`config.mk`:
```
export PLATFORM = sky130hd
export DESIGN_NAME = fifo_rd_packer
export DESIGN_NICKNAME = d
export VERILOG_FILES = /design/src/rtl/fifo_pack_pkg.sv /design/src/rtl/fifo_pack_timer.sv /design/src/rtl/fifo_rd_packer.sv
export SDC_FILE = /design/constraint.sdc
export NUM_CORES = 1
export LEC_CHECK = 0
export BUFFER_PORTS_ARGS = -buffer_cell sky130_fd_sc_hd__buf_2
export CAP_MARGIN = 15
export CORE_AREA = 2 2 75 77
export DETAILED_ROUTE_END_ITERATION = 8
export DIE_AREA = 0 0 77 79
export HOLD_SLACK_MARGIN = 0.03
export PLACE_DENSITY_LB_ADDON = 0.25
export SYNTH_ARGS = -nofsm -noshare
export SYNTH_HDL_FRONTEND = slang
export SYNTH_SLANG_ARGS = --single-unit
```
`constraint.sdc`:
```
create_clock -name clock -period 3.4 [get_ports clock]
set_clock_uncertainty 0.15 [all_clocks]
set_input_delay 0.68 -clock clock [delete_from_list [all_inputs] [get_ports clock]]
set_output_delay 0.68 -clock clock [all_outputs]
set_load 0.005 [all_outputs]
```
`src/rtl/fifo_pack_pkg.sv`:
```
// fifo_pack_pkg: shared byte width, lane-count type and keep-mask helper for the FIFO read packer
package fifo_pack_pkg;

    localparam int BYTE_W    = 8;
    localparam int MAX_BYTES = 8;

    typedef logic [3:0] cnt_t;

    function automatic logic [MAX_BYTES-1:0] keep_mask(input cnt_t n);
        keep_mask = '0;
        for (int i = 0; i < MAX_BYTES; i++)
            keep_mask[i] = cnt_t'(i) < n;
    endfunction

endpackage

```
`src/rtl/fifo_pack_timer.sv`:
```
// fifo_pack_timer: idle counter that saturates at TIMEOUT_CYC and flags terminal count
module fifo_pack_timer #(
    parameter int TIMEOUT_CYC = 16
) (
    input  logic clock,
    input  logic reset,
    input  logic restart,
    input  logic tick,
    output logic tc
);

    localparam int W = $clog2(TIMEOUT_CYC + 1);

    logic [W-1:0] count;

    assign tc = count == W'(TIMEOUT_CYC);

    // Holding at terminal count lets a timeout wait for a busy output slot
    always_ff @(posedge clock or negedge reset)
        if (!reset)
            count <= '0;
        else if (restart)
            count <= '0;
        else if (tick && !tc)
            count <= count + W'(1);

endmodule

```
`src/rtl/fifo_rd_packer.sv`:
```
// fifo_rd_packer: pops FIFO bytes and packs BYTES of them per word on a valid/ready stream
// Partial-word timeout flush is built only when FIFO_PACK_FLUSH_EN is defined.
module fifo_rd_packer
    import fifo_pack_pkg::*;
#(
    parameter int DATA_W      = BYTE_W,
    parameter int BYTES       = 4,
    parameter int TIMEOUT_CYC = 16
) (
    input  logic                    clock,
    input  logic                    reset,
    input  logic [DATA_W-1:0]       fifo_data,
    input  logic                    fifo_empty,
    output logic                    fifo_pop,
    output logic [BYTES*DATA_W-1:0] word_out,
    output logic [BYTES-1:0]        word_keep,
    output logic                    word_valid,
    input  logic                    word_ready
);

    logic [BYTES-1:0][DATA_W-1:0] lanes;
    cnt_t                         cnt;
    logic                         rd_pend;
    logic                         run;
    logic                         slot_free;
    logic                         full;
    logic                         flush;
    logic                         load;
    logic [BYTES-1:0]             load_keep;

    assign slot_free = !word_valid || word_ready;
    assign full      = cnt == cnt_t'(BYTES);
    // Counting the in-flight byte keeps pops from ever overrunning the lanes
    assign fifo_pop  = run && !fifo_empty && ((cnt + cnt_t'(rd_pend)) < cnt_t'(BYTES));
    assign load      = (full || flush) && slot_free;

`ifdef FIFO_PACK_FLUSH_EN
    logic tc;

    fifo_pack_timer #(
        .TIMEOUT_CYC(TIMEOUT_CYC)
    ) u_timer (
        .clock  (clock),
        .reset  (reset),
        .restart(rd_pend || cnt == '0),
        .tick   (!rd_pend && !fifo_pop),
        .tc     (tc)
    );

    assign flush     = tc && cnt != '0 && !rd_pend && !fifo_pop;
    assign load_keep = BYTES'(keep_mask(cnt));
`else
    assign flush     = 1'b0;
    assign load_keep = '1;
`endif

    always_ff @(posedge clock or negedge reset)
        if (!reset) begin
            lanes      <= '0;
            cnt        <= '0;
            rd_pend    <= 1'b0;
            run        <= 1'b0;
            word_out   <= '0;
            word_keep  <= '0;
            word_valid <= 1'b0;
        end else begin
            run     <= 1'b1;
            rd_pend <= fifo_pop;
            if (word_valid && word_ready)
                word_valid <= 1'b0;
            if (load) begin
                word_out   <= lanes;
                word_keep  <= load_keep;
                word_valid <= 1'b1;
                cnt        <= '0;
                lanes      <= '0;
            end else if (rd_pend) begin
                for (int i = 0; i < BYTES; i++)
                    if (cnt == cnt_t'(i))
                        lanes[i] <= fifo_data;
                cnt <= cnt + cnt_t'(1);
            end
        end

endmodule

```
### Word-level counts from Yosys, hierarchy flattened

Index checks and enable logic that the tools add are counted.

* output and inout port bits: 38
* word-level logic and storage cells: 45
* bits of input ports: 12
* register bits: 72

* mux-type cells: 10
* equal/unequal tests: 4
* $lt $le $gt $ge: 1
* reduce and logical (&&, ||, !) cells: 18
* $add $sub $neg: 2

Operators with widths (number)
* 32-bit 2-to-1 mux: 2
* 8-bit 2-to-1 mux: 4
* 2-bit nonzero test: 6
* 4-bit by 2-bit == test with 1-bit output (second input constant): 2
* 4-bit 2-to-1 mux: 2
* 2-bit AND reduction: 4
* 4-bit by 1-bit adder with 4-bit output: 1
* 4-bit by 1-bit adder with 4-bit output (second input constant): 1
* 4-bit by 1-bit == test with 1-bit output (second input constant): 1
* 4-bit by 3-bit == test with 1-bit output (second input constant): 1
* 1-bit logical AND: 4
* 4-bit logical NOT: 1
* 4-bit by 3-bit < comparator with 1-bit output (second input constant): 1
* 1-bit logical NOT: 2
* 1-bit 2-to-1 mux: 2
* 1-bit logical OR: 1

### Depth between registers and ports, before layout

Gate-level depths: netlist (run 1).

* depth in word-level cells: 5
* depth in mapped cells: 8
* gate-level depth less buffers: 5

### Worst setup path before layout (run 1)

Ideal clock, no wire load.

* path kind: register to output
* from: register rd_pend
* to: output fifo_pop
* path buffers: 1
* data arrival time: 1.070 ns
* stages on the path, launching flop included: 5
* required time: 2.570 ns
* slack: 1.500 ns
* cells stage by stage: dfrtp_1 -> buf_2 -> a311oi_1 -> a21oi_1 -> nor3b_1

* word-level cells in the longest chain between the ends: 3

RTL lines
* from (decl): line fifo_rd_packer.sv:23 `logic rd_pend;`
* from (signal assigned): line fifo_rd_packer.sv:68 `rd_pend <= fifo_pop;`
* 4-bit by 1-bit adder with 4-bit output: line fifo_rd_packer.sv:34 `assign fifo_pop = run && !fifo_empty && ((cnt + cnt_t'(rd_pend)) < cnt_t'(BYTES));`
* 4-bit by 3-bit < comparator with 1-bit output: line fifo_rd_packer.sv:34
* 1-bit logical AND: line fifo_rd_packer.sv:34
* to (decl): line fifo_rd_packer.sv:14 `output logic fifo_pop,`

No other way between the ends.

### Final worst setup path (run 1)

Ends and elaborated chain as after synthesis.

==> metrics.csv, run 1 <==
stage,metric,value,unit
power,Lkg Pwr,1.77,nW
sta,Finish-stage setup viols,0,
critical_path,worst r2r dst,word_out[18],
cells_and_area,fill count,420,
cells_and_area,Area Overhead vs Synth,13.4,%
sta,setup TNS,0,ps
route,Metal-1 WL,2500,um
logic_synthesis,synthesized cell area,0.00310,sq mm
cts,Clock transition at path regs,70,ps
sta,Final Slew Violations,0,
logic_synthesis,Post-synth EDFFs,0,
cts,CTS tree,done,
critical_path,CP endpoint,fifo_pop,
logic_synthesis,register area share after synthesis,58.2,%
logic_synthesis,"Distinct cells, synth",29,
cts,CTS Sinks,72,
floorplanning,die area,0.00608,sq mm
critical_path,Critical Path End Type,primary output,
logic_synthesis,Syn Nets,225,
floorplanning,Core Box Area,0.00534,sq mm
cts,post-cts repair resize count,0,
route,Top Layer Used,met4,
sta,final hold violations,0,
floorplanning,Initial Util,58.0,%
sta,Rel. slew slack,41.3,%
critical_path,R2R cell count,6,
cells_and_area,area occupied by registers,0.00180,sq mm
logic_synthesis,Synth Flop Type,dfrtp_1,
global_routing,antenna violations before repair,0,
floorplanning,die width,77,um
route,WL per Instance,15.1,um
cts,CTS Root Cell,clkbuf_8,
power,PD cells,880,mW/mm^2
logic_synthesis,Async SR Flop Fraction,100,%
critical_path,Setup Crit Path Kind,flip-flop to primary output,
route,DR pass1 iterations,4,
critical_path,worst path arrival time,1610,ps
floorplanning,number of placement rows,27,
cts,TritonCTS Buffers,9,
place,I/O Buffers,49,
cts,Max Root-Sink Buffers,2,
sta,post-route setup slack,964,ps
global_routing,Global Route Usage Sum,18.9,%
critical_path,Worst R2R Setup Slack,1060,ps
critical_path,Worst setup SP type,flip-flop,
cells_and_area,Total Nets Final,273,
route,vias per inst,5.14,
cells_and_area,diode count,0,
cts,cts hold-fix bufs,0,
sta,crit share post-route,71.7,%
cts,"Clk Latency, worst-skew pair",340,ps
place,final HPWL from detailed placement,3440,um
sta,Hold WS,305,ps
floorplanning,Die Ht,79,um
global_routing,vias in the first global route,1724,
worst_hold_path,Hold Path Class,primary input to asynchronous set/reset pin,
place,"Cell Area, Placed",0.00331,sq mm
sta,Slew @ Worst Pin,880,ps
route,post-route ant nets,0,
critical_path,Required @ worst endpoint,2570,ps
cells_and_area,proportion of layout cells with a drive suffix above 1,41.0,%
route,WL final,5020,um
route,WL met2,2210,um
power,Peak VDD IR,0.452,mV
critical_path,Crit path largest cell delay,500,ps
sta,min Tclk post-route,2440,ps
critical_path,Crit. Startpoint,rd_pend,
flow_run,Max Cap Viol,0,
cts,Post CTS Setup Buffer Count,0,
logic_synthesis,Ys Warns,0,
power,Total Power,0.00309,W
floorplanning,IO Pins,50,
logic_synthesis,#FFs+latches synth,72,
sta,Highest Clock Rate,410,MHz
route,DRT iter0 DRCs,117,
global_routing,first-pass GRT wire length,8720,um
logic_synthesis,Syn Area/Cell,14.8,sq um
cells_and_area,fin area,0.00351,sq mm
sta,RSZ-0062 raised after global routing,no,
global_routing,Congestion Overflow GR,0,
route,Met3 Wirelength,236,um
critical_path,Worst path slowest cell,dfrtp_1,
critical_path,worst-path cell chain,a311oi_1 -> a21oi_1 -> nor3b_1 -> buf_2,
critical_path,crit path max fanout,11,
route,DR vias,1710,
cells_and_area,Multi-input gate area,0.00113,sq mm
logic_synthesis,Synth Instances,209,
global_routing,pin count of the biggest net entering global routing,46,
outcome,outcome,"finished, final reports clean",
cts,H-tree levels,3,
critical_path,Worst R2R Start,cnt[0],
place,Setup WS pre-CTS,1090,ps
place,GP Congestion,0.723,
route,number of remaining DRC errors,0,
[kinds of logic (layout without fill, tap and decap cells)]
kind of cell | count (synthesis) | after routing | share of synthesized area (%)
other cells | 1 | 1 | 0.121
flops | 72 | 72 | 58.2
compound gates | 12 | 12 | 3.27
fa+ha+maj | 4 | 4 | 1.62
mux | 57 | 57 | 23.4
xor+xnor | 3 | 3 | 0.848
simple gates | 41 | 41 | 6.95
buf+inv | 19 | 71 | 5.65
[how the worst min path moves through the flow]
stage                            start           end
after CTS                        reset   word_out[1]
after floorplan                  reset        cnt[0]
after global routing        fifo_empty       rd_pend
after detailed placement  word_out[30]  word_out[30]
final                            reset   word_out[0]
after global placement       lanes[29]  word_out[29]
[worst max-delay path, delay by kind of cell (launching register included)]
kind / cells / cell delay, ps
AOI/OAI and AO/OA: 2 / 370
buffers and inverters: 1 / 160
DFF: 1 / 500
and+or+nand+nor: 1 / 240
[Yosys cell counts (2+ instances only)]
cell type	number	area share, %
mux2_2	3	1.1
buf_12	3	1.9
nand2_1	2	0.24
buf_6	4	1.5
a22o_1	8	2.3
ha_1	4	1.6
mux2_4	30	15
nand3b_1	2	0.48
buf_4	6	1.5
dfrtp_1	72	58
and4bb_2	4	1.6
xnor2_1	2	0.57
inv_1	3	0.36
nor2_1	27	3.3
buf_2	2	0.32
mux2i_1	24	7.8
[where the power goes]
group	switching (W)	leakage, nW	internal, W
clock network	0.000296	0.108	0.000392
registers	0.000243	0.953	0.00121
logic	0.000370	0.707	0.000575
[cell usage in the layout (no fill, tap or decap)]
cell	n
clkbuf_8	12
mux2_4	30
nor2_1	27
a22o_1	8
nand2b_1	1
mux2i_1	24
nand3b_1	2
and4_1	1
and4bb_2	4
nor3b_1	1
o2111ai_1	1
mux2_2	3
buf_2	49
xnor2_1	2
conb_1	1
dfrtp_1	72
buf_4	4
or2_2	1
a21oi_1	1
a311oi_1	1
ha_1	4
nor2b_4	1
nand4_1	1
a41oi_1	1
xor2_1	1
clkinv_2	2
nand2_1	2
inv_1	3
bufinv_16	1
[per-layer routing]
metal | vias up | GRT usage [%]
met5 | - | 0
li1 | 816 | -
met3 | 9 | 5.68
met1 | 844 | 27.7
met4 | 0 | 8.04
met2 | 41 | 26.4
[state kept, by name, indices dropped and copies added, names as in the netlist]
register    flops
cnt             4
lanes          32
word_valid      1
rd_pend         1
word_keep       1
run             1
word_out       32
[stage by stage]
| stage | instances | util [%] |
|---|---|---|
| floorplan | 209 | - |
| global placement | 318 | 62.0 |
| detailed placement | 318 | 62.0 |
| CTS | 333 | 65.8 |
| global route | 333 | 65.8 |
| finish | 333 | 65.8 |
[area by class of cell]
cell class                      count  share of cell area (%)
Clock buffer                       12                    4.70
Clock inverter                      3                    1.14
Inverter                            3                   0.321
Multi-Input combinational cell    118                    32.1
Sequential cell                    72                    51.3
Tap cell                           72                    2.57
Timing Repair Buffer               53                    7.84
No activity file was read; power rests on OpenSTA's default activity.
==> run 2, diff against run 1 <==
- CORE_AREA: 2 2 75 77 -> 2 2 82 84
- DIE_AREA: 0 0 77 79 -> 0 0 84 86
- clock period: 3.4 -> 2.1 ns (I/O delays scaled with it)
==> run 2 against run 1 <==
Compared with the run above:
- sequential cell count unchanged
- largest cell class unchanged
- sequential share of layout area down 2.5 points
- clock-buffer cell count down 2
- setup slack worse by 960 ps
- global-route usage down 2.8 points
- critical endpoint unchanged
- highest routed layer unchanged
- cell area up 5.2%
==> metrics.csv, run 2 (synthesized netlist as in run 1, its figures left out) <==
stage,metric,value,unit
route,number of remaining DRC errors,0,
cts,Max Root-Sink Buffers,2,
route,DR pass1 iterations,4,
flow_run,Max Cap Viol,0,
cts,Clock transition at path regs,70,ps
cells_and_area,Area Overhead vs Synth,19.3,%
sta,Rel. slew slack,48.9,%
sta,final hold violations,0,
cells_and_area,Total Nets Final,280,
sta,min Tclk post-route,2090,ps
place,GP Congestion,0.757,
sta,setup TNS,0,ps
sta,Final Slew Violations,0,
cells_and_area,"commonest non-fill, non-tap cell in the layout",dfrtp_1,
sta,Slew @ Worst Pin,766,ps
floorplanning,die width,84,um
critical_path,Critical Path End Type,primary output,
sta,crit share post-route,99.7,%
floorplanning,Core Box Area,0.00628,sq mm
place,final HPWL from detailed placement,3500,um
route,post-route ant nets,0,
critical_path,Worst setup SP type,flip-flop,
global_routing,first-pass GRT wire length,9050,um
sta,Highest Clock Rate,478,MHz
worst_hold_path,Hold Path Class,primary input to flip-flop,
floorplanning,die area,0.00722,sq mm
power,Total Power,0.00538,W
sta,RSZ-0062 raised after global routing,yes,
global_routing,antenna violations before repair,0,
route,DR vias,1763,
cts,CTS Root Cell,clkbuf_8,
global_routing,Global Route Usage Sum,16.1,%
cells_and_area,proportion of layout cells with a drive suffix above 1,44.6,%
power,Peak VDD IR,0.821,mV
floorplanning,number of placement rows,29,
global_routing,pin count of the biggest net entering global routing,73,
global_routing,vias in the first global route,1804,
critical_path,crit path max fanout,6,
critical_path,worst path arrival time,1520,ps
cells_and_area,Top Registers,"lanes: 32 flops, word_out: 32 flops, cnt: 4 flops",
cells_and_area,most frequent cells in the layout,"dfrtp_1 (70), buf_2 (49), mux2_4 (30)",
route,WL final,5560,um
route,WL per Instance,16.1,um
floorplanning,Die Ht,86,um
global_routing,Congestion Overflow GR,0,
cts,TritonCTS Buffers,9,
power,PD cells,1460,mW/mm^2
cts,CTS tree,done,
power,Lkg Pwr,1.83,nW
floorplanning,Initial Util,49.4,%
cts,CTS Sinks,72,
route,vias per inst,5.10,
critical_path,Setup Crit Path Kind,flip-flop to primary output,
cts,H-tree levels,3,
sta,Finish-stage setup viols,0,
cells_and_area,diode count,0,
route,DRT iter0 DRCs,86,
place,I/O Buffers,49,
floorplanning,IO Pins,50,
outcome,outcome,"finished, final reports clean",
cts,"Clk Latency, worst-skew pair",340,ps
critical_path,Required @ worst endpoint,1530,ps
==> run 2: changes by cell type in the layout (fill, tap and decap cells not counted), sizes merged <==
cell / change
buf: +5
bufinv: +2
clkbuf: -1
inv: +1
dlygate4sd3: +1
==> run 2: path summary, 6_finish.rpt <==
| check | startpoint | endpoint | slack, ps | depth (start not counted) |
|---|---|---|---|---|
| worst min register to register | lanes[0] | lanes[0] | 360 | 1 |
| min in group asynchronous | reset | word_out[23] | 480 | 3 |
| worst max register to register | cnt[0] | word_out[1] | 90 | 7 |
| worst min-delay path | fifo_empty | rd_pend | 120 | 2 |
| max in group asynchronous | reset | word_out[7] | 1000 | 3 |
| worst max-delay path | cnt[0] | fifo_pop | 6 | 5 |
==> run 2: per-stage QoR <==
step                      instance area [sq um]  utilization (%)  cells  setup slack [ps]  hold WS, ps
after floorplan                            3100                -    209               308        -25.6
after global placement                     3360             53.5    326               148          326
after detailed placement                   3360             53.5    326              93.5          324
after CTS                                  3630             57.9    344             -13.6         81.0
after global routing                       3690             58.9    346             -80.2         99.9
final                                      3690             58.9    346              5.91          119
==> run 2: metal layers <==
metal  vias up  track usage (%)  share of wire (%)
li1        831                -                  -
met1       881             23.4                 50
met2        39             22.4                 44
met3        12             4.43                3.7
met4         0             7.92                1.8
met5         -                0                  0
==> run 2: area by class of cell <==
type	count	area (sq um)
clock buffers	10	128
fillers	497	2580
inverters	3	11.3
multi-input cells	118	1150
clock inverters	6	116
flip-flops and latches	72	1800
repair buffers	60	393
well taps	77	96.3
==> run 2: timing repair <==
item,in CTS,in global routing
pin swaps,1,1
hold endpoints to repair,72,0
gates resized for setup,3,9
hold buffers,1,0
endpoints found under the setup margin,1,14
setup buffers,1,1
cloned,0,1
==> run 2: critical path, cell delays in order (launching register included) <==
cell and delay (ps):
dfrtp_1 400, buf_6 140, a311oi_2 220, a21oi_2 60, nor3b_2 220, buf_2 150
==> run 2: power breakdown <==
group          internal, W  switching, W  leakage (nW)
Combinational      0.00104      0.000690         0.761
Sequential         0.00197      0.000370         0.950
Clock             0.000798      0.000509         0.121
==> run 3, diff against run 2 <==
--- a/config.mk
+++ b/config.mk
@@ -12,4 +12,6 @@
 export DIE_AREA = 0 0 84 86
+export GPL_ROUTABILITY_DRIVEN = 0
 export HOLD_SLACK_MARGIN = 0.03
 export PLACE_DENSITY_LB_ADDON = 0.25
+export RECOVER_POWER = 25
 export SYNTH_ARGS = -nofsm -noshare
--- a/constraint.sdc
+++ b/constraint.sdc
@@ -4,2 +4,2 @@
 set_output_delay 0.42 -clock clock [all_outputs]
-set_load 0.005 [all_outputs]
+set_load 0.01 [all_outputs]
==> run 3 against run 2 <==
Compared with the run above:
- wire length barely moved
- largest cell class unchanged
- cell area fell by 0.34%
- the run now ends with negative setup slack left
- utilization fell by 0.20 points
- non-clock buffer count did not move
- critical path type unchanged
- first-iteration DRC count did not move
==> metrics.csv, run 3 (synthesized netlist as in run 1, its figures left out) <==
stage,metric,value,unit
floorplanning,IO Pins,50,
route,number of remaining DRC errors,0,
floorplanning,Initial Util,49.4,%
cts,"Clk Latency, worst-skew pair",340,ps
critical_path,R2R cell count,7,
sta,Final Slew Violations,0,
critical_path,Critical Path End Type,primary output,
critical_path,Required @ worst endpoint,1530,ps
place,Setup WS pre-CTS,93.5,ps
floorplanning,Core Box Area,0.00628,sq mm
power,Total Power,0.00549,W
route,post-route ant nets,0,
cells_and_area,most frequent cells in the layout,"dfrtp_1 (70), buf_2 (49), mux2_4 (30)",
global_routing,Global Route Usage Sum,16.1,%
global_routing,pin count of the biggest net entering global routing,73,
route,DRT iter0 DRCs,86,
cells_and_area,Total Nets Final,280,
worst_hold_path,Hold Path Class,primary input to flip-flop,
outcome,outcome,"complete, but fails checks",
sta,min Tclk post-route,2110,ps
place,I/O Buffers,49,
cts,Max Root-Sink Buffers,2,
cells_and_area,"commonest non-fill, non-tap cell in the layout",dfrtp_1,
power,Peak VDD IR,0.851,mV
critical_path,crit path max fanout,6,
power,PD cells,1490,mW/mm^2
cells_and_area,Top Registers,"lanes: 32 flops, word_out: 32 flops, cnt: 4 flops",
cells_and_area,fin util,58.7,%
cts,H-tree levels,3,
critical_path,worst path arrival time,1540,ps
global_routing,antenna violations before repair,0,
sta,Highest Clock Rate,473,MHz
floorplanning,number of placement rows,29,
floorplanning,die width,84,um
sta,Rel. slew slack,35.4,%
sta,post-route setup slack,-12.2,ps
cts,CTS Root Cell,clkbuf_8,
critical_path,Setup Crit Path Kind,flip-flop to primary output,
place,final HPWL from detailed placement,3500,um
route,vias per inst,5.10,
cts,TritonCTS Buffers,9,
sta,Finish-stage setup viols,1,
sta,Slew @ Worst Pin,968,ps
cts,CTS tree,done,
floorplanning,Die Ht,86,um
worst_hold_path,Hold Path Depth,2,
power,Lkg Pwr,1.83,nW
global_routing,Congestion Overflow GR,0,
sta,crit share post-route,101,%
cts,Clock transition at path regs,70,ps
critical_path,Worst setup SP type,flip-flop,
route,DR pass1 iterations,4,
route,WL final,5560,um
cells_and_area,diode count,0,
route,WL per Instance,16.1,um
flow_run,Max Cap Viol,0,
cells_and_area,Area Overhead vs Synth,18.9,%
floorplanning,die area,0.00722,sq mm
global_routing,vias in the first global route,1804,
cts,CTS Sinks,72,
sta,final hold violations,0,
outcome,failing checks,negative setup slack,
route,DR vias,1763,
sta,RSZ-0062 raised after global routing,yes,
global_routing,first-pass GRT wire length,9050,um
cells_and_area,proportion of layout cells with a drive suffix above 1,44.6,%
run 3: critical path, cell delays in order (launching register included):
cell and delay, ps:
dfrtp_1 400, buf_6 140, a311oi_2 220, a21oi_2 60
nor3b_2 220, buf_2 170
run 3: layout make-up:
class | instances | area [sq um]
Inverter | 3 | 11.3
Multi-Input combinational cell | 118 | 1150
Sequential cell | 72 | 1800
Fill cell | 498 | 2590
Clock buffer | 10 | 128
Timing Repair Buffer | 60 | 380
Clock inverter | 6 | 116
Tap cell | 77 | 96.3
run 3: stage by stage:
step	instance area, sq um	setup TNS [ps]	std cells	hold slack, ps
5_1_grt	3680	-98.3	346	99.9
6_report	3680	-12.2	346	119
3_3_place_gp	3360	0	326	326
2_1_floorplan	3100	0	209	-25.6
4_1_cts	3630	-31.7	344	81.0
3_5_place_dp	3360	0	326	324
run 3: report_power, final:
group | total [W] | switching [W] | internal (W)
Combinational | 0.00185 | 0.000801 | 0.00105
Clock | 0.00131 | 0.000509 | 0.000798
Sequential | 0.00234 | 0.000370 | 0.00197
Total | 0.00549 | 0.00168 | 0.00381
run 3: worst paths after layout:
path | endpoint | slack [ps] | from
max | fifo_pop | -10 | cnt[0]
min | rd_pend | 120 | fifo_empty
max reg2reg | word_out[1] | 90 | cnt[0]
min reg2reg | lanes[0] | 360 | lanes[0]
max in group asynchronous | cnt[1] | 420 | reset
min in group asynchronous | word_out[23] | 720 | reset
run 3: what timing repair did:
item                                    4_1_cts  5_1_grt
buffers inserted                              1        1
gates cloned                                  0        1
gates resized for setup                       3        9
pin swaps                                     1        1
hold buffers                                  1        0
endpoints found under the setup margin        1       14
endpoints found under the hold margin        72        0
run 3: metal layers:
layer	GRT usage [%]	vias to the layer above	share of wire (%)
met1	23.4	881	50
met4	7.92	0	1.8
met3	4.43	12	3.7
met5	0	-	0
met2	22.4	39	44
li1	-	831	-
